[src/rtl/ysyx_23060072_clint_pkg.sv]
// Shared constants for the CLINT machine timer: register offsets inside the
// 32-byte window, CTRL bit positions and the default window base.
// The MSIP offset is only decoded when CLINT_MSIP_EN is defined.
package ysyx_23060072_clint_pkg;

  localparam logic [31:0] CLINT_BASE_ADDR = 32'h0200_0000;

  localparam logic [4:0] OFF_MTIME_LO    = 5'h00;
  localparam logic [4:0] OFF_MTIME_HI    = 5'h04;
  localparam logic [4:0] OFF_MTIMECMP_LO = 5'h08;
  localparam logic [4:0] OFF_MTIMECMP_HI = 5'h0C;
  localparam logic [4:0] OFF_CTRL        = 5'h10;
  localparam logic [4:0] OFF_PRESC       = 5'h14;
  localparam logic [4:0] OFF_MSIP        = 5'h18;

  localparam int CTRL_CNT_EN = 0;
  localparam int CTRL_IRQ_EN = 1;

  // True when addr falls inside the 32-byte window starting at base.
  function automatic logic in_window(input logic [31:0] addr, input logic [31:0] base);
    return addr[31:5] == base[31:5];
  endfunction

endpackage

[src/rtl/ysyx_23060072_clint_prescaler.sv]
// Prescaler for the CLINT timer: counts enabled cycles and emits a tick on the
// cycle its count matches the reload value, then restarts from zero.
module ysyx_23060072_clint_prescaler
  import ysyx_23060072_clint_pkg::*;
#(
  parameter int PRESC_W = 16
) (
  input  logic               clk,
  input  logic               rst,
  input  logic               cnt_en_i,
  input  logic               clr_i,
  input  logic [PRESC_W-1:0] presc_i,
  output logic               tick_o
);

  logic [PRESC_W-1:0] cnt_q;
  logic [PRESC_W-1:0] cnt_d;

  // Tick is combinational so mtime advances in the same cycle the count matches.
  assign tick_o = cnt_en_i && (cnt_q == presc_i);

  // Next count: a reload write wins, then wrap on tick, else count while enabled.
  always_comb begin
    cnt_d = cnt_q;
    if (clr_i) begin
      cnt_d = '0;
    end else if (tick_o) begin
      cnt_d = '0;
    end else if (cnt_en_i) begin
      cnt_d = cnt_q + 1'b1;
    end
  end

  // Count register.
  always_ff @(posedge clk or posedge rst) begin
    if (rst) begin
      cnt_q <= '0;
    end else begin
      cnt_q <= cnt_d;
    end
  end

endmodule

[src/rtl/ysyx_23060072_clint_timer.sv]
// Memory-mapped machine timer: 64-bit mtime/mtimecmp, prescaled counting,
// registered level interrupt and a single-beat bus with a one-cycle response.
// Optional MSIP register and soft_interrupt_o port under CLINT_MSIP_EN.
module ysyx_23060072_clint_timer
  import ysyx_23060072_clint_pkg::*;
#(
  parameter logic [31:0] BASE_ADDR = CLINT_BASE_ADDR,
  parameter int          PRESC_W   = 16,
  parameter logic [63:0] RST_CMP   = 64'hFFFF_FFFF_FFFF_FFFF
) (
  input  logic        clk,
  input  logic        rst,
  input  logic        en_i,
  input  logic        we_i,
  input  logic [31:0] addr_i,
  input  logic [31:0] wdata_i,
  output logic [31:0] rdata_o,
  output logic        rsp_o,
  output logic        timer_interrupt_o
`ifdef CLINT_MSIP_EN
  ,
  output logic        soft_interrupt_o
`endif
);

  logic [63:0]        mtime_q, mtime_d;
  logic [63:0]        mtimecmp_q, mtimecmp_d;
  logic [1:0]         ctrl_q, ctrl_d;
  logic [PRESC_W-1:0] presc_q, presc_d;
  logic [31:0]        hi_shadow_q, hi_shadow_d;
  logic [31:0]        rdata_q, rdata_d;
  logic               rsp_q;
  logic               irq_q, irq_d;
  logic               tick;
  logic               hit;
  logic               wr_hit;
  logic               rd_hit;
  logic [4:0]         offset;
  logic [31:0]        rd_val;
`ifdef CLINT_MSIP_EN
  logic               msip_q, msip_d;
`endif

  // Only word-aligned addresses inside the window are decoded.
  assign offset = addr_i[4:0];
  assign hit    = in_window(addr_i, BASE_ADDR) && (addr_i[1:0] == 2'b00);
  assign wr_hit = en_i && we_i && hit;
  assign rd_hit = en_i && !we_i && hit;

  ysyx_23060072_clint_prescaler #(
    .PRESC_W (PRESC_W)
  ) u_presc (
    .clk      (clk),
    .rst      (rst),
    .cnt_en_i (ctrl_q[CTRL_CNT_EN]),
    .clr_i    (wr_hit && (offset == OFF_PRESC)),
    .presc_i  (presc_q),
    .tick_o   (tick)
  );

  // Read mux over the register map; unmapped offsets read as zero.
  always_comb begin
    rd_val = '0;
    if (hit) begin
      case (offset)
        OFF_MTIME_LO:    rd_val = mtime_q[31:0];
        OFF_MTIME_HI:    rd_val = hi_shadow_q;
        OFF_MTIMECMP_LO: rd_val = mtimecmp_q[31:0];
        OFF_MTIMECMP_HI: rd_val = mtimecmp_q[63:32];
        OFF_CTRL:        rd_val = {30'b0, ctrl_q};
        OFF_PRESC:       rd_val = 32'(presc_q);
`ifdef CLINT_MSIP_EN
        OFF_MSIP:        rd_val = {31'b0, msip_q};
`endif
        default:         rd_val = '0;
      endcase
    end
  end

  // Register next state: a bus write to either mtime half replaces that half
  // and suppresses the tick increment for the cycle.
  always_comb begin
    mtime_d     = mtime_q;
    mtimecmp_d  = mtimecmp_q;
    ctrl_d      = ctrl_q;
    presc_d     = presc_q;
    hi_shadow_d = hi_shadow_q;
    rdata_d     = rdata_q;
`ifdef CLINT_MSIP_EN
    msip_d      = msip_q;
`endif
    if (tick) begin
      mtime_d = mtime_q + 64'd1;
    end
    if (wr_hit) begin
      case (offset)
        OFF_MTIME_LO:    mtime_d = {mtime_q[63:32], wdata_i};
        OFF_MTIME_HI:    mtime_d = {wdata_i, mtime_q[31:0]};
        OFF_MTIMECMP_LO: mtimecmp_d[31:0] = wdata_i;
        OFF_MTIMECMP_HI: mtimecmp_d[63:32] = wdata_i;
        OFF_CTRL:        ctrl_d = wdata_i[1:0];
        OFF_PRESC:       presc_d = wdata_i[PRESC_W-1:0];
`ifdef CLINT_MSIP_EN
        OFF_MSIP:        msip_d = wdata_i[0];
`endif
        default:         ;
      endcase
    end
    if (en_i && !we_i) begin
      rdata_d = rd_val;
    end
    if (rd_hit && (offset == OFF_MTIME_LO)) begin
      hi_shadow_d = mtime_q[63:32];
    end
    irq_d = ctrl_q[CTRL_IRQ_EN] && (mtime_q >= mtimecmp_q);
  end

  // State registers, cleared asynchronously.
  always_ff @(posedge clk or posedge rst) begin
    if (rst) begin
      mtime_q     <= '0;
      mtimecmp_q  <= RST_CMP;
      ctrl_q      <= '0;
      presc_q     <= '0;
      hi_shadow_q <= '0;
      rdata_q     <= '0;
      rsp_q       <= 1'b0;
      irq_q       <= 1'b0;
    end else begin
      mtime_q     <= mtime_d;
      mtimecmp_q  <= mtimecmp_d;
      ctrl_q      <= ctrl_d;
      presc_q     <= presc_d;
      hi_shadow_q <= hi_shadow_d;
      rdata_q     <= rdata_d;
      rsp_q       <= en_i;
      irq_q       <= irq_d;
    end
  end

`ifdef CLINT_MSIP_EN
  // Software interrupt pending bit.
  always_ff @(posedge clk or posedge rst) begin
    if (rst) begin
      msip_q <= 1'b0;
    end else begin
      msip_q <= msip_d;
    end
  end

  assign soft_interrupt_o = msip_q;
`endif

  assign rdata_o           = rdata_q;
  assign rsp_o             = rsp_q;
  assign timer_interrupt_o = irq_q;

endmodule
[config.mk]
export PLATFORM = sky130hd
export DESIGN_NAME = ysyx_23060072_clint_timer
export DESIGN_NICKNAME = d
export VERILOG_FILES = /design/src/rtl/ysyx_23060072_clint_pkg.sv /design/src/rtl/ysyx_23060072_clint_prescaler.sv /design/src/rtl/ysyx_23060072_clint_timer.sv
export SDC_FILE = /design/constraint.sdc
export NUM_CORES = 1
export LEC_CHECK = 0
export ABC_AREA = 0
export CORE_MARGIN = 2
export CORE_UTILIZATION = 40
export DETAILED_ROUTE_END_ITERATION = 8
export PLACE_DENSITY = 0.59
export SYNTH_ARGS = -nofsm -noshare
export SYNTH_HDL_FRONTEND = slang
export SYNTH_SLANG_ARGS = --single-unit
[constraint.sdc]
create_clock -name clk -period 15.4 [get_ports clk]
set_input_delay 3.08 -clock clk [delete_from_list [all_inputs] [get_ports clk]]
set_output_delay 3.08 -clock clk [all_outputs]
set_load 0.01 [all_outputs]
==> summary.md <==
| Metric | Value |
|---|---|
| Placement Rows | `67` |
| Worst-Skew Late Latency | `0.55 ns` |
| Filler cells | `3226` |
| Post-DP HPWL | `31300 microns` |
| Share of cells above drive strength 1 | `0.191` |
| Comb power frac | `0.047` |
| Worst slew margin | `0.149` |
| Largest net degree at the start of global routing | `81` |
| Clk sinks | `228` |
| Routed length per instance | `22.6 microns` |
| Tmin final | `5.79 ns` |
| Final setup viols | `0` |
| Storage element area | `0.00579 sq mm` |
| DR DRC count | `0` |
| Final clock skew | `0.0116 ns` |
| CP arrival | `6.19 ns` |
| Post-synth EDFFs | `0` |
| Initial antenna violation count | `2` |
| Post-synth top area cell | `dfrtp_1` |
| Biggest cell delay along the critical path | `0.71 ns` |
| Setup Buffers After CTS | `0` |
| Top FF cell, synth | `dfrtp_1` |
| I/O Buffers | `101` |
| Switch share | `0.223` |
| Internal | `1.08 mW` |
| First-pass GRT wire length | `68800 microns` |
| Vias in the first global route | `11300` |
| Mapped Area | `0.0138 sq mm` |
| Max frequency | `0.173 GHz` |
| Clock network power share | `0.523` |
| Synth Area per Inst | `9.80 sq um` |
| Slowest-stage cell, CP | `nand2_1` |
| Area of the multi-input gates | `0.00741 sq mm` |
| Setup tns final | `0 ns` |
| Placeable Area | `0.0337 sq mm` |
| Pwr dens | `86.0 mW/mm^2` |
| Register share of total power | `0.430` |
| Critical path type | `primary input to flop` |
| CTS tree | `built` |
| Initial Utilization | `0.409` |
| Root Driver | `clkbuf_16` |
| Clock Path Buffers | `3` |
| Htree depth | `1` |
| Crit start category | `primary input` |
| Yosys warns | `0` |
| Hold Crit Class | `flop to flop` |
| FF+latch count, synth | `228` |
| P_leak | `6.68 nW` |
| Vias post-DR | `11500` |
| CTS clock-pin slew for the worst setup and hold paths | `0.06 ns` |
| Die W | `190 microns` |
| Fin nets | `1618` |
| Final hold slack | `0.474 ns` |
| Routability cong. | `0.891` |
| Status | `complete, no violations` |
| # resized after CTS | `0` |
| Sequential-to-total area share from yosys stat | `0.420` |
| 1st-iter DRT viols | `918` |
| Critical path, cell by cell | `clkdlybuf4s50_1 -> nor3_2 -> buf_4 -> nand2b_1 -> nor4_4 -> buf_4 -> nand2_1 -> nand4_1 -> xor2_1 -> o21ai_0` |
| Final wirelength | `44200 microns` |
| Cell mode on critical path | `buf_4` |
| Unrepaired setup endpoints after global routing | `no` |
| Gr ovfl total | `0` |
| Post-synth ARST share | `1.00` |
| R2R setup slack | `12.40 ns` |
| Sw Pwr | `311 uW` |
| Post-Syn Instances | `1407` |
| Commonest non-fill, non-tap cell in the layout | `dfrtp_1` |
| Final Hold Violating Endpoints | `0` |
| Tot Pwr | `1.40 mW` |
| P&R area growth vs syn | `17.7%` |
| Post-synth cell types | `85` |
| Die span in y | `190 microns` |
| Critical Path Fanout Max | `26` |
| Max_cap viols | `0` |
| Synth area leaders | `dfrtp_1 30%, dfstp_2 12%, mux2_2 8.0%` |
| HP Start | `rdata_o[11]` |
| Fin. max-slew vios | `0` |
| DR pass1 iterations | `5` |
| Post-route ant nets | `0` |
| Top-area cell type share of the netlist area | `0.298` |
| Tot GR Track Use | `0.248` |
| Worst-Margin Slew | `1.28 ns` |
| Die area | `0.0360 sq mm` |
| Setup crit start | `addr_i[1]` |
| Syn nets | `1541` |
| Most frequent cells in the layout | `164 x dfrtp_1, 149 x nand2_1, 134 x nor2_1, 99 x clkdlybuf4s50_1, 98 x mux2_2` |
| Vias per Instance | `5.86` |
| Tcrit/Tclk final | `0.376` |
| Ports | `102` |
| CTS Buf Count | `28` |
| Reg2reg start | `mtime_q[0]` |
| CP endpoint kind | `flop` |
| Peak supply drop | `0.0818 mV` |
| Worst path required time | `15.80 ns` |
| Hold buffers post-CTS | `0` |
==> synthesized netlist by cell type, drive strengths merged, types with 6 or more instances <==
| cell type | number |
|---|---|
| xnor2 | 25 |
| o32ai | 6 |
| mux4 | 13 |
| mux2i | 30 |
| buf | 31 |
| a22o | 11 |
| nor3 | 35 |
| and2 | 6 |
| nor4 | 22 |
| nand2b | 6 |
| nor2 | 134 |
| a311oi | 8 |
| clkbuf | 42 |
| nand2 | 149 |
| dfrtp | 164 |
| nand3 | 50 |
| and3 | 20 |
| nand4 | 47 |
| or3 | 7 |
| a22oi | 6 |
| a21oi | 61 |
| a31oi | 15 |
| o21ai | 70 |
| ha | 66 |
| a211oi | 22 |
| and4 | 14 |
| dfstp | 64 |
| xor2 | 17 |
| o22ai | 10 |
| mux2 | 99 |
| a221oi | 15 |
| inv | 77 |
==> routing by layer <==
metal	global-route usage	vias up	share of wire	routed length, microns
li1	-	5280	-	-
met1	0.341	5731	0.44	19400
met2	0.397	377	0.46	20400
met3	0.0430	76	0.066	2920
met4	0.0802	0	0.034	1480
met5	0	-	0	0
==> path summary, 6_finish.rpt <==
path,to,depth (start not counted)
min in group asynchronous,rsp_o,2
max in group asynchronous,hi_shadow_q[2],3
setup / recovery,mtime_q[5],10
hold / removal,rdata_o[11],2
hold reg to reg,rdata_o[11],2
setup reg to reg,mtime_q[54],8
==> power groups by stage <==
stage | clock [mW] | combinational (mW) | sequential (mW)
global placement | 0 | 0.0663 | 0.610
global route | 0.769 | 0.0710 | 0.600
floorplan | 0 | 0.0264 | 0.610
finish | 0.730 | 0.0656 | 0.600
CTS | 0.744 | 0.0668 | 0.600
detailed placement | 0 | 0.0667 | 0.610
==> through the flow <==
| step | cell area [sq um] | utilization | setup slack, ns | instances |
|---|---|---|---|---|
| floorplan | 13800 | - | 6.18 | 1407 |
| global placement | 15200 | 0.451 | 9.13 | 1902 |
| detailed placement | 15200 | 0.451 | 9.14 | 1902 |
| CTS | 16200 | 0.482 | 9.68 | 1954 |
| global route | 16200 | 0.482 | 9.47 | 1954 |
| finish | 16200 | 0.482 | 9.61 | 1955 |
==> sequential cells by signal, summed over array words and instances (netlist names) <==
signal / flops
timer_interrupt_o: 1
presc_q: 16
rdata_o: 32
ctrl_q: 2
hi_shadow_q: 32
mtimecmp_q: 64
rsp_o: 1
mtime_q: 64
u_presc.cnt_q: 16
==> cell families after synthesis <==
logic type	count (synthesis)	synth area share
mux	142	0.124
compound gates	263	0.127
buf+inv	150	0.0448
fa+ha+maj	66	0.0599
xor+xnor	42	0.0267
flops	228	0.420
simple gates	516	0.199
==> critical path, delay by kind of cell <==
kind,cells,cell delay [ns]
AO/OA/AOI/OAI,1,0.08
XOR/XNOR,1,0.16
AND/OR/NAND/NOR,5,1.81
buffers and inverters,3,1.06
==> final cells by class <==
cell class              instances  share of cell area
diodes                          1            0.000154
clock buffers                  42              0.0545
clock inverters                10             0.00940
inverters                      77              0.0183
multi-input cells            1029               0.456
flip-flops and latches        228               0.356
well taps                     448              0.0345
repair buffers                120              0.0706
(Power assumes the default switching activity.)
